<file path="src/rtl/user_dma_pkg.sv">
// Shared types for the DMA completion router: FSM state encoding and tag-table entry.
package user_dma_pkg;

  localparam int OWNER_W = 8;

  typedef enum logic [1:0] {
    ST_IDLE  = 2'd0,
    ST_BURST = 2'd1,
    ST_DROP  = 2'd2
  } cpl_state_e;

  typedef struct packed {
    logic               valid;
    logic [OWNER_W-1:0] owner;
  } tag_entry_t;

endpackage

</file>
<file path="src/rtl/user_dma_cpl_router_if.sv">
// Request/completion bus of user_dma_cpl_router. The router uses modport slave;
// the DMA engines and user slaves (or a bench) use modport master.
interface user_dma_cpl_router_if #(
  parameter int NUM_SLAVES = 4,
  parameter int TAG_WIDTH  = 8,
  parameter int DATA_WIDTH = 64
);
  localparam int SLV_W = $clog2(NUM_SLAVES);

  logic                  i_req_fire;
  logic [TAG_WIDTH-1:0]  i_req_tag;
  logic [SLV_W-1:0]      i_req_slave;
  logic                  i_cpl_valid;
  logic [TAG_WIDTH-1:0]  i_cpl_tag;
  logic [DATA_WIDTH-1:0] i_cpl_data;
  logic                  i_cpl_last;
  logic                  o_cpl_ready;
  logic [NUM_SLAVES-1:0] o_slave_cpl_valid;
  logic [DATA_WIDTH-1:0] o_slave_cpl_data;
  logic [TAG_WIDTH-1:0]  o_slave_cpl_tag;
  logic                  o_slave_cpl_last;
  logic [NUM_SLAVES-1:0] i_slave_cpl_ready;
  logic [TAG_WIDTH:0]    o_outstanding;
  logic                  o_cpl_err;

  modport slave (
    input  i_req_fire, i_req_tag, i_req_slave,
    input  i_cpl_valid, i_cpl_tag, i_cpl_data, i_cpl_last,
    input  i_slave_cpl_ready,
    output o_cpl_ready, o_slave_cpl_valid, o_slave_cpl_data, o_slave_cpl_tag,
    output o_slave_cpl_last, o_outstanding, o_cpl_err
  );

  modport master (
    output i_req_fire, i_req_tag, i_req_slave,
    output i_cpl_valid, i_cpl_tag, i_cpl_data, i_cpl_last,
    output i_slave_cpl_ready,
    input  o_cpl_ready, o_slave_cpl_valid, o_slave_cpl_data, o_slave_cpl_tag,
    input  o_slave_cpl_last, o_outstanding, o_cpl_err
  );

endinterface

</file>
<file path="src/rtl/user_dma_tag_table.sv">
// Tag ownership table: one allocation write port, one release port, combinational lookup.
// Allocation overrides a release of the same tag in the same cycle.
module user_dma_tag_table
  import user_dma_pkg::*;
#(
  parameter int TAG_WIDTH = 8
) (
  input  logic                 i_clk,
  input  logic                 i_rst,
  input  logic                 i_alloc_en,
  input  logic [TAG_WIDTH-1:0] i_alloc_tag,
  input  logic [OWNER_W-1:0]   i_alloc_owner,
  input  logic                 i_rel_en,
  input  logic [TAG_WIDTH-1:0] i_rel_tag,
  input  logic [TAG_WIDTH-1:0] i_lkp_tag,
  output tag_entry_t           o_lkp_entry,
  output logic                 o_alloc_hit,
  output logic                 o_rel_hit
);

  localparam int DEPTH = 2 ** TAG_WIDTH;

  tag_entry_t table_r [DEPTH];

  // Table update: release first so a same-tag allocation overrides it
  always_ff @(posedge i_clk or posedge i_rst) begin
    if (i_rst) begin
      for (int i = 0; i < DEPTH; i++) begin
        table_r[i] <= '0;
      end
    end else begin
      if (i_rel_en) begin
        table_r[i_rel_tag].valid <= 1'b0;
      end
      if (i_alloc_en) begin
        table_r[i_alloc_tag] <= '{valid: 1'b1, owner: i_alloc_owner};
      end
    end
  end

  assign o_lkp_entry = table_r[i_lkp_tag];
  assign o_alloc_hit = table_r[i_alloc_tag].valid;
  assign o_rel_hit   = table_r[i_rel_tag].valid;

endmodule

</file>
<file path="src/rtl/user_dma_cpl_router.sv">
// Routes DMA read completions to the user slave that owns the tag, through one output stage.
// Define USER_DMA_CPL_TAG_CHECK_EN to discard completions for unallocated tags (DROP state).
module user_dma_cpl_router
  import user_dma_pkg::*;
#(
  parameter int NUM_SLAVES = 4,
  parameter int TAG_WIDTH  = 8,
  parameter int DATA_WIDTH = 64
) (
  input  logic                  i_clk,
  input  logic                  i_rst,
  user_dma_cpl_router_if.slave  bus
);

  localparam int SLV_W = $clog2(NUM_SLAVES);
  localparam logic [TAG_WIDTH:0] CNT_MAX = (TAG_WIDTH+1)'(2 ** TAG_WIDTH);

  cpl_state_e            state_r, state_nxt_s;
  tag_entry_t            lkp_entry_s;
  logic [SLV_W-1:0]      burst_owner_r, out_owner_r, route_owner_s;
  logic [TAG_WIDTH-1:0]  burst_tag_r, rel_tag_s, out_tag_r;
  logic [DATA_WIDTH-1:0] out_data_r;
  logic [NUM_SLAVES-1:0] slave_valid_r;
  logic [TAG_WIDTH:0]    cnt_r;
  logic                  out_last_r, err_r;
  logic                  alloc_hit_s, rel_hit_s, slave_ok_s, alloc_ok_s, dup_s, inc_s, dec_s;
  logic                  route_ok_s, tag_ok_s, accept_s, cpl_ready_s;
  logic                  fwd_s, rel_en_s, tag_err_s;

  user_dma_tag_table #(.TAG_WIDTH(TAG_WIDTH)) u_tag_table (
    .i_clk         (i_clk),
    .i_rst         (i_rst),
    .i_alloc_en    (alloc_ok_s),
    .i_alloc_tag   (bus.i_req_tag),
    .i_alloc_owner (OWNER_W'(bus.i_req_slave)),
    .i_rel_en      (rel_en_s),
    .i_rel_tag     (rel_tag_s),
    .i_lkp_tag     (bus.i_cpl_tag),
    .o_lkp_entry   (lkp_entry_s),
    .o_alloc_hit   (alloc_hit_s),
    .o_rel_hit     (rel_hit_s)
  );

  assign cpl_ready_s = !(|slave_valid_r) | bus.i_slave_cpl_ready[out_owner_r];
  assign accept_s    = bus.i_cpl_valid & cpl_ready_s;
  assign route_ok_s  = lkp_entry_s.owner < OWNER_W'(NUM_SLAVES);
`ifdef USER_DMA_CPL_TAG_CHECK_EN
  assign tag_ok_s    = lkp_entry_s.valid & route_ok_s;
`else
  assign tag_ok_s    = route_ok_s;
`endif

  // Allocation bookkeeping; a re-allocation racing its own release is not a duplicate
  assign slave_ok_s = {1'b0, bus.i_req_slave} < (SLV_W+1)'(NUM_SLAVES);
  assign alloc_ok_s = bus.i_req_fire & slave_ok_s;
  assign dup_s      = alloc_ok_s & alloc_hit_s & !(rel_en_s & (rel_tag_s == bus.i_req_tag));
  assign inc_s      = alloc_ok_s & !dup_s;
  assign dec_s      = rel_en_s & rel_hit_s;

  // FSM state register
  always_ff @(posedge i_clk or posedge i_rst) begin
    if (i_rst) begin
      state_r <= ST_IDLE;
    end else begin
      state_r <= state_nxt_s;
    end
  end

  // FSM next-state logic
  always_comb begin
    state_nxt_s = state_r;
    case (state_r)
      ST_IDLE: begin
        if (accept_s && !bus.i_cpl_last) begin
`ifdef USER_DMA_CPL_TAG_CHECK_EN
          state_nxt_s = tag_ok_s ? ST_BURST : ST_DROP;
`else
          state_nxt_s = ST_BURST;
`endif
        end else begin
          state_nxt_s = ST_IDLE;
        end
      end
      ST_BURST: begin
        if (accept_s && bus.i_cpl_last) begin
          state_nxt_s = ST_IDLE;
        end else begin
          state_nxt_s = ST_BURST;
        end
      end
`ifdef USER_DMA_CPL_TAG_CHECK_EN
      ST_DROP: begin
        if (accept_s && bus.i_cpl_last) begin
          state_nxt_s = ST_IDLE;
        end else begin
          state_nxt_s = ST_DROP;
        end
      end
`endif
      default: state_nxt_s = ST_IDLE;
    endcase
  end

  // FSM outputs: forward/discard decision, routing target and tag release
  always_comb begin
    fwd_s         = 1'b0;
    rel_en_s      = 1'b0;
    tag_err_s     = 1'b0;
    rel_tag_s     = bus.i_cpl_tag;
    route_owner_s = lkp_entry_s.owner[SLV_W-1:0];
    case (state_r)
      ST_IDLE: begin
        if (accept_s && tag_ok_s) begin
          fwd_s    = 1'b1;
          rel_en_s = bus.i_cpl_last;
        end else begin
          tag_err_s = accept_s;
        end
      end
      ST_BURST: begin
        route_owner_s = burst_owner_r;
        rel_tag_s     = burst_tag_r;
        if (accept_s) begin
          fwd_s    = 1'b1;
          rel_en_s = bus.i_cpl_last;
        end else begin
          fwd_s    = 1'b0;
        end
      end
      default: begin
        fwd_s = 1'b0;
      end
    endcase
  end

  // Owner and tag of the completion currently being streamed
  always_ff @(posedge i_clk or posedge i_rst) begin
    if (i_rst) begin
      burst_owner_r <= '0;
      burst_tag_r   <= '0;
    end else if (state_r == ST_IDLE && accept_s) begin
      burst_owner_r <= route_owner_s;
      burst_tag_r   <= bus.i_cpl_tag;
    end
  end

  // Single output stage; holds while the owning slave back-pressures
  always_ff @(posedge i_clk or posedge i_rst) begin
    if (i_rst) begin
      slave_valid_r <= '0;
      out_owner_r   <= '0;
      out_data_r    <= '0;
      out_tag_r     <= '0;
      out_last_r    <= 1'b0;
    end else if (cpl_ready_s) begin
      if (fwd_s) begin
        slave_valid_r <= NUM_SLAVES'(1) << route_owner_s;
        out_owner_r   <= route_owner_s;
        out_data_r    <= bus.i_cpl_data;
        out_tag_r     <= bus.i_cpl_tag;
        out_last_r    <= bus.i_cpl_last;
      end else begin
        slave_valid_r <= '0;
      end
    end
  end

  // Saturating outstanding-tag counter and registered error pulse
  always_ff @(posedge i_clk or posedge i_rst) begin
    if (i_rst) begin
      cnt_r <= '0;
      err_r <= 1'b0;
    end else begin
      if (inc_s && !dec_s && cnt_r != CNT_MAX) begin
        cnt_r <= cnt_r + (TAG_WIDTH+1)'(1);
      end else if (dec_s && !inc_s && cnt_r != '0) begin
        cnt_r <= cnt_r - (TAG_WIDTH+1)'(1);
      end
      err_r <= (bus.i_req_fire & !slave_ok_s) | dup_s | tag_err_s;
    end
  end

  assign bus.o_cpl_ready       = cpl_ready_s;
  assign bus.o_slave_cpl_valid = slave_valid_r;
  assign bus.o_slave_cpl_data  = out_data_r;
  assign bus.o_slave_cpl_tag   = out_tag_r;
  assign bus.o_slave_cpl_last  = out_last_r;
  assign bus.o_outstanding     = cnt_r;
  assign bus.o_cpl_err         = err_r;

endmodule

</file>
<file path="src/flat_wrapper.sv">
// flat-port wrapper written by rule: the top's interface ports become plain ports
module user_dma_cpl_router_flat import user_dma_pkg::*;
#(
  parameter int NUM_SLAVES = 4,
  parameter int TAG_WIDTH  = 8,
  parameter int DATA_WIDTH = 64
)
  (i_clk, i_rst, bus_i_req_fire, bus_i_req_tag, bus_i_req_slave, bus_i_cpl_valid, bus_i_cpl_tag, bus_i_cpl_data, bus_i_cpl_last, bus_i_slave_cpl_ready, bus_o_cpl_ready, bus_o_slave_cpl_valid, bus_o_slave_cpl_data, bus_o_slave_cpl_tag, bus_o_slave_cpl_last, bus_o_outstanding, bus_o_cpl_err);
  user_dma_cpl_router_if #(.NUM_SLAVES(NUM_SLAVES), .TAG_WIDTH(TAG_WIDTH), .DATA_WIDTH(DATA_WIDTH)) bus_i ();
  input  logic i_clk;
  input  logic i_rst;
  input wire logic [$bits(bus_i.i_req_fire)-1:0] bus_i_req_fire;
  input wire logic [$bits(bus_i.i_req_tag)-1:0] bus_i_req_tag;
  input wire logic [$bits(bus_i.i_req_slave)-1:0] bus_i_req_slave;
  input wire logic [$bits(bus_i.i_cpl_valid)-1:0] bus_i_cpl_valid;
  input wire logic [$bits(bus_i.i_cpl_tag)-1:0] bus_i_cpl_tag;
  input wire logic [$bits(bus_i.i_cpl_data)-1:0] bus_i_cpl_data;
  input wire logic [$bits(bus_i.i_cpl_last)-1:0] bus_i_cpl_last;
  input wire logic [$bits(bus_i.i_slave_cpl_ready)-1:0] bus_i_slave_cpl_ready;
  output wire logic [$bits(bus_i.o_cpl_ready)-1:0] bus_o_cpl_ready;
  output wire logic [$bits(bus_i.o_slave_cpl_valid)-1:0] bus_o_slave_cpl_valid;
  output wire logic [$bits(bus_i.o_slave_cpl_data)-1:0] bus_o_slave_cpl_data;
  output wire logic [$bits(bus_i.o_slave_cpl_tag)-1:0] bus_o_slave_cpl_tag;
  output wire logic [$bits(bus_i.o_slave_cpl_last)-1:0] bus_o_slave_cpl_last;
  output wire logic [$bits(bus_i.o_outstanding)-1:0] bus_o_outstanding;
  output wire logic [$bits(bus_i.o_cpl_err)-1:0] bus_o_cpl_err;
  assign bus_i.i_req_fire = bus_i_req_fire;
  assign bus_i.i_req_tag = bus_i_req_tag;
  assign bus_i.i_req_slave = bus_i_req_slave;
  assign bus_i.i_cpl_valid = bus_i_cpl_valid;
  assign bus_i.i_cpl_tag = bus_i_cpl_tag;
  assign bus_i.i_cpl_data = bus_i_cpl_data;
  assign bus_i.i_cpl_last = bus_i_cpl_last;
  assign bus_i.i_slave_cpl_ready = bus_i_slave_cpl_ready;
  assign bus_o_cpl_ready = bus_i.o_cpl_ready;
  assign bus_o_slave_cpl_valid = bus_i.o_slave_cpl_valid;
  assign bus_o_slave_cpl_data = bus_i.o_slave_cpl_data;
  assign bus_o_slave_cpl_tag = bus_i.o_slave_cpl_tag;
  assign bus_o_slave_cpl_last = bus_i.o_slave_cpl_last;
  assign bus_o_outstanding = bus_i.o_outstanding;
  assign bus_o_cpl_err = bus_i.o_cpl_err;
  user_dma_cpl_router #(.NUM_SLAVES(NUM_SLAVES), .TAG_WIDTH(TAG_WIDTH), .DATA_WIDTH(DATA_WIDTH)) u_core (.i_clk(i_clk), .i_rst(i_rst), .bus(bus_i));
endmodule
</file>
<file path="config.mk">
export PLATFORM = sky130hd
export DESIGN_NAME = user_dma_cpl_router_flat
export DESIGN_NICKNAME = d
export VERILOG_FILES = /design/src/rtl/user_dma_pkg.sv /design/src/rtl/user_dma_cpl_router_if.sv /design/src/rtl/user_dma_tag_table.sv /design/src/rtl/user_dma_cpl_router.sv /design/src/flat_wrapper.sv
export SDC_FILE = /design/constraint.sdc
export NUM_CORES = 2
export LEC_CHECK = 0
export CAP_MARGIN = 30
export CORE_ASPECT_RATIO = 1.25
export CORE_UTILIZATION = 32
export CTS_BUF_LIST = sky130_fd_sc_hd__clkbuf_8
export CTS_CLUSTER_DIAMETER = 100
export CTS_CLUSTER_SIZE = 20
export DETAILED_ROUTE_END_ITERATION = 6
export HOLD_SLACK_MARGIN = 0.02
export PLACE_DENSITY = 0.5
export SLEW_MARGIN = 20
export SYNTH_ARGS = -nofsm -noshare
export SYNTH_HDL_FRONTEND = slang
export SYNTH_SLANG_ARGS = --single-unit
</file>
<file path="constraint.sdc">
create_clock -name i_clk -period 90.5 [get_ports i_clk]
set_input_delay 18.1 -clock i_clk [delete_from_list [all_inputs] [get_ports i_clk]]
set_output_delay 18.1 -clock i_clk [all_outputs]
set_load 0.05 [all_outputs]
</file>
==> out/results.tsv <==
metric	value	unit
status	finished, violations left	
violations	design-rule violations	
arrival	20.06	ns
io_pins	179	
io_buffers	178	
p_clk_share	17.9	%
synth_cells	3526	
start_util	32.3	%
drv_slew	0	
num_rows	149	
finalCritPeriodShare	42.2	%
vias	29900	
cpPeakStageDelay	0.73	ns
clock_sinks	868	
cp-end-kind	primary output	
fin_setup_tns	0	ns
synth_nets	3625	
numCtsBuffers	49	
wl	144	mm
max_cap_violations	0	
clock_latency	0.77	ns
finalNonFillerCells	5309	
routed_via_density	5.63	
finalClockSkew	0.0349	ns
routedWlPerCell	27.2	um
crit_family	buffers and inverters	
cts_tree	built	
timing.hold.ws	0.486	ns
post_cts_resized	0	
antenna_left	0	
power_frac_seq	45.7	%
min_path_type	register to register	
drt-initial-drc-count	2730	
drc_errors	14	
synth_enable_flop_cells	0	
cts_setup_buffers	0	
dp_hpwl	93.9	mm
grt_antenna_before_repair	13	
crit_buf_inv	2	
pwr-share-comb	36.4	%
critPathRequiredTime	72.40	ns
synthesis.area	42600	um2
synth_ff_type	dfrtp_1	
fmax	26.2	MHz
yosysTopAreaCellShare	50.9	%
multi_input_area	19700	um2
die_x	328	um
grt_usage	21.3	%
grt_pass1_wl	214	mm
clkSlewWorstSetupHoldPaths	0.12	ns
p_sw_share	39.5	%
cp_common_cell	clkdlybuf4s50_1	
finalSetupViolCount	0	
power.switching	397	uW
ys_warn_count	0	
syn_to_final_growth	10.1	%
fill_cells	13100	
htreeDepth	2	
max_slew.worst_pin.slew	1.09	ns
root_buffer	clkbuf_8	
min_period	38.16	ns
synth_top_cells_by_count	dfrtp_1 (868), nand2_1 (549), mux2_2 (521), o21ai_0 (437), nor2_1 (246)	
yosys-top-cells-area	dfrtp_1 (51%), mux2_2 (14%), mux4_2 (13%)	
p_leak	21.1	nW
grt_pass1_vias	30500	
design.core.area	132000	um2
slew_headroom	27.1	%
rsz0062_at_grt	no	
yosys.area.top_type	dfrtp_1	
synth.avg_cell_area	12.1	um2
final_util	35.6	%
ys_ff_latch	868	
dr.pass1.iters	7	
critical_path_class	input pin to primary output	
cp_max_fo	5	
startpoint_type	input pin	
final_hold_viol_count	0	
path_cells	clkdlybuf4s50_1 -> mux4_2 -> a41o_1 -> clkdlybuf4s50_1	
gp_congestion	0.915	
dpl.cell_count	5241	
yosysSeqAreaShare	50.9	%
regArea	21700	um2
cts_hold_buf	0	
drive_gt1_share	26.4	%
finalPower	1.00	mW
p_per_area	21.4	nW/um2
nNetsFinal	3663	
grt_max_degree	161	
internal-power	608	uW
overflow	0	
ir_drop	0.0000120	V
async_reset_ff_share	100	%
yosysMostFrequentCell	dfrtp_1	
dieArea	135000	um2
die_h	410	um
clock_path_buffers	3	
ys_types	62	
cpMaxStageDelayCell	clkdlybuf4s50_1	
layout by cell type (no fill, tap or decap), types with 15 or more instances in the layout:
cell,count
a21oi_1,37
nor2_1,242
o21ai_0,437
nor2b_1,15
inv_1,21
mux2i_1,46
clkbuf_8,51
nand3_1,61
mux4_2,240
mux4_1,19
dfrtp_1,868
nand2_1,539
mux2_2,521
clkdlybuf4s50_1,168
buf_4,61
a22oi_1,25
path summary, 6_finish.rpt:
check | from | to | slack, ns | depth (start not counted)
worst min register to register | u_core.bus.o_slave_cpl_data[31] | u_core.bus.o_slave_cpl_data[31] | 0.49 | 2
worst min-delay path | u_core.bus.o_slave_cpl_data[31] | u_core.bus.o_slave_cpl_data[31] | 0.49 | 2
worst max register to register | u_core.state_r[0] | u_core.bus.o_outstanding[8] | 84.08 | 21
min in group asynchronous | i_rst | u_core.u_tag_table.table_r[1107] | 17.70 | 2
worst max-delay path | bus_i_slave_cpl_ready[1] | bus_o_cpl_ready | 52.34 | 4
max in group asynchronous | i_rst | u_core.bus.o_slave_cpl_data[31] | 69.62 | 6
metrics by stage:
step | setup WS, ns | cell area (um2)
4_1_cts | 52.33 | 46800
3_5_place_dp | 52.33 | 46100
6_report | 52.34 | 46900
5_1_grt | 52.32 | 46900
2_1_floorplan | 48.01 | 42600
3_3_place_gp | 52.34 | 45900
final cells by class:
class | instances | share of cell area (%)
flip-flops and latches | 868 | 46.3
multi-input cells | 2366 | 41.9
repair buffers | 257 | 5.43
well taps | 1736 | 4.63
clock buffers | 51 | 1.50
inverters | 22 | 0.192
clock inverters | 3 | 0.0586
diodes | 6 | 0.0320
power by group through the flow:
| stage | clock [mW] | combinational [mW] | sequential (mW) |
|---|---|---|---|
| 2_1_floorplan | 0 | 0.184 | 0.526 |
| 3_3_place_gp | 0 | 0.360 | 0.465 |
| 3_5_place_dp | 0 | 0.363 | 0.466 |
| 4_1_cts | 0.188 | 0.363 | 0.459 |
| 5_1_grt | 0.198 | 0.386 | 0.465 |
| 6_report | 0.180 | 0.366 | 0.459 |
worst min-delay path, cell delays in order, from the launching register on:
cell,delay (ns)
dfrtp_1,0.36
nand2_1,0.05
nand2_1,0.05
cell families after synthesis:
logic type,count (synthesis),share of synthesized area [%]
DFF,868,50.9
adders and majority gates,8,0.252
and+or+nand+nor,939,8.99
muxes,837,29.1
xor gates and xnor gates,13,0.267
buffers and inverters,292,3.09
AOI/OAI and AO/OA,569,7.35
routing by layer:
| layer | wire, um | global-route usage (%) | vias to the layer above |
|---|---|---|---|
| met1 | 60000 | 28.6 | 15900 |
| met2 | 69800 | 35.0 | 1003 |
| met3 | 8180 | 2.78 | 279 |
| met4 | 6210 | 8.27 | 10 |
| li1 | - | - | 12700 |
| met5 | 62 | 0 | - |
flip-flops by register name, indices dropped and copies added (netlist names):
signal,flops
u_core.u_tag_table.table_r,768
u_core.bus.o_slave_cpl_data,64
u_core.bus.o_outstanding,9
u_core.burst_tag_r,8
u_core.bus.o_slave_cpl_tag,8
u_core.bus.o_slave_cpl_valid,4
u_core.burst_owner_r,2
u_core.out_owner_r,2
u_core.bus.o_cpl_err,1
u_core.bus.o_slave_cpl_last,1
u_core.state_r,1
Power figures use the tool's default switching activity.
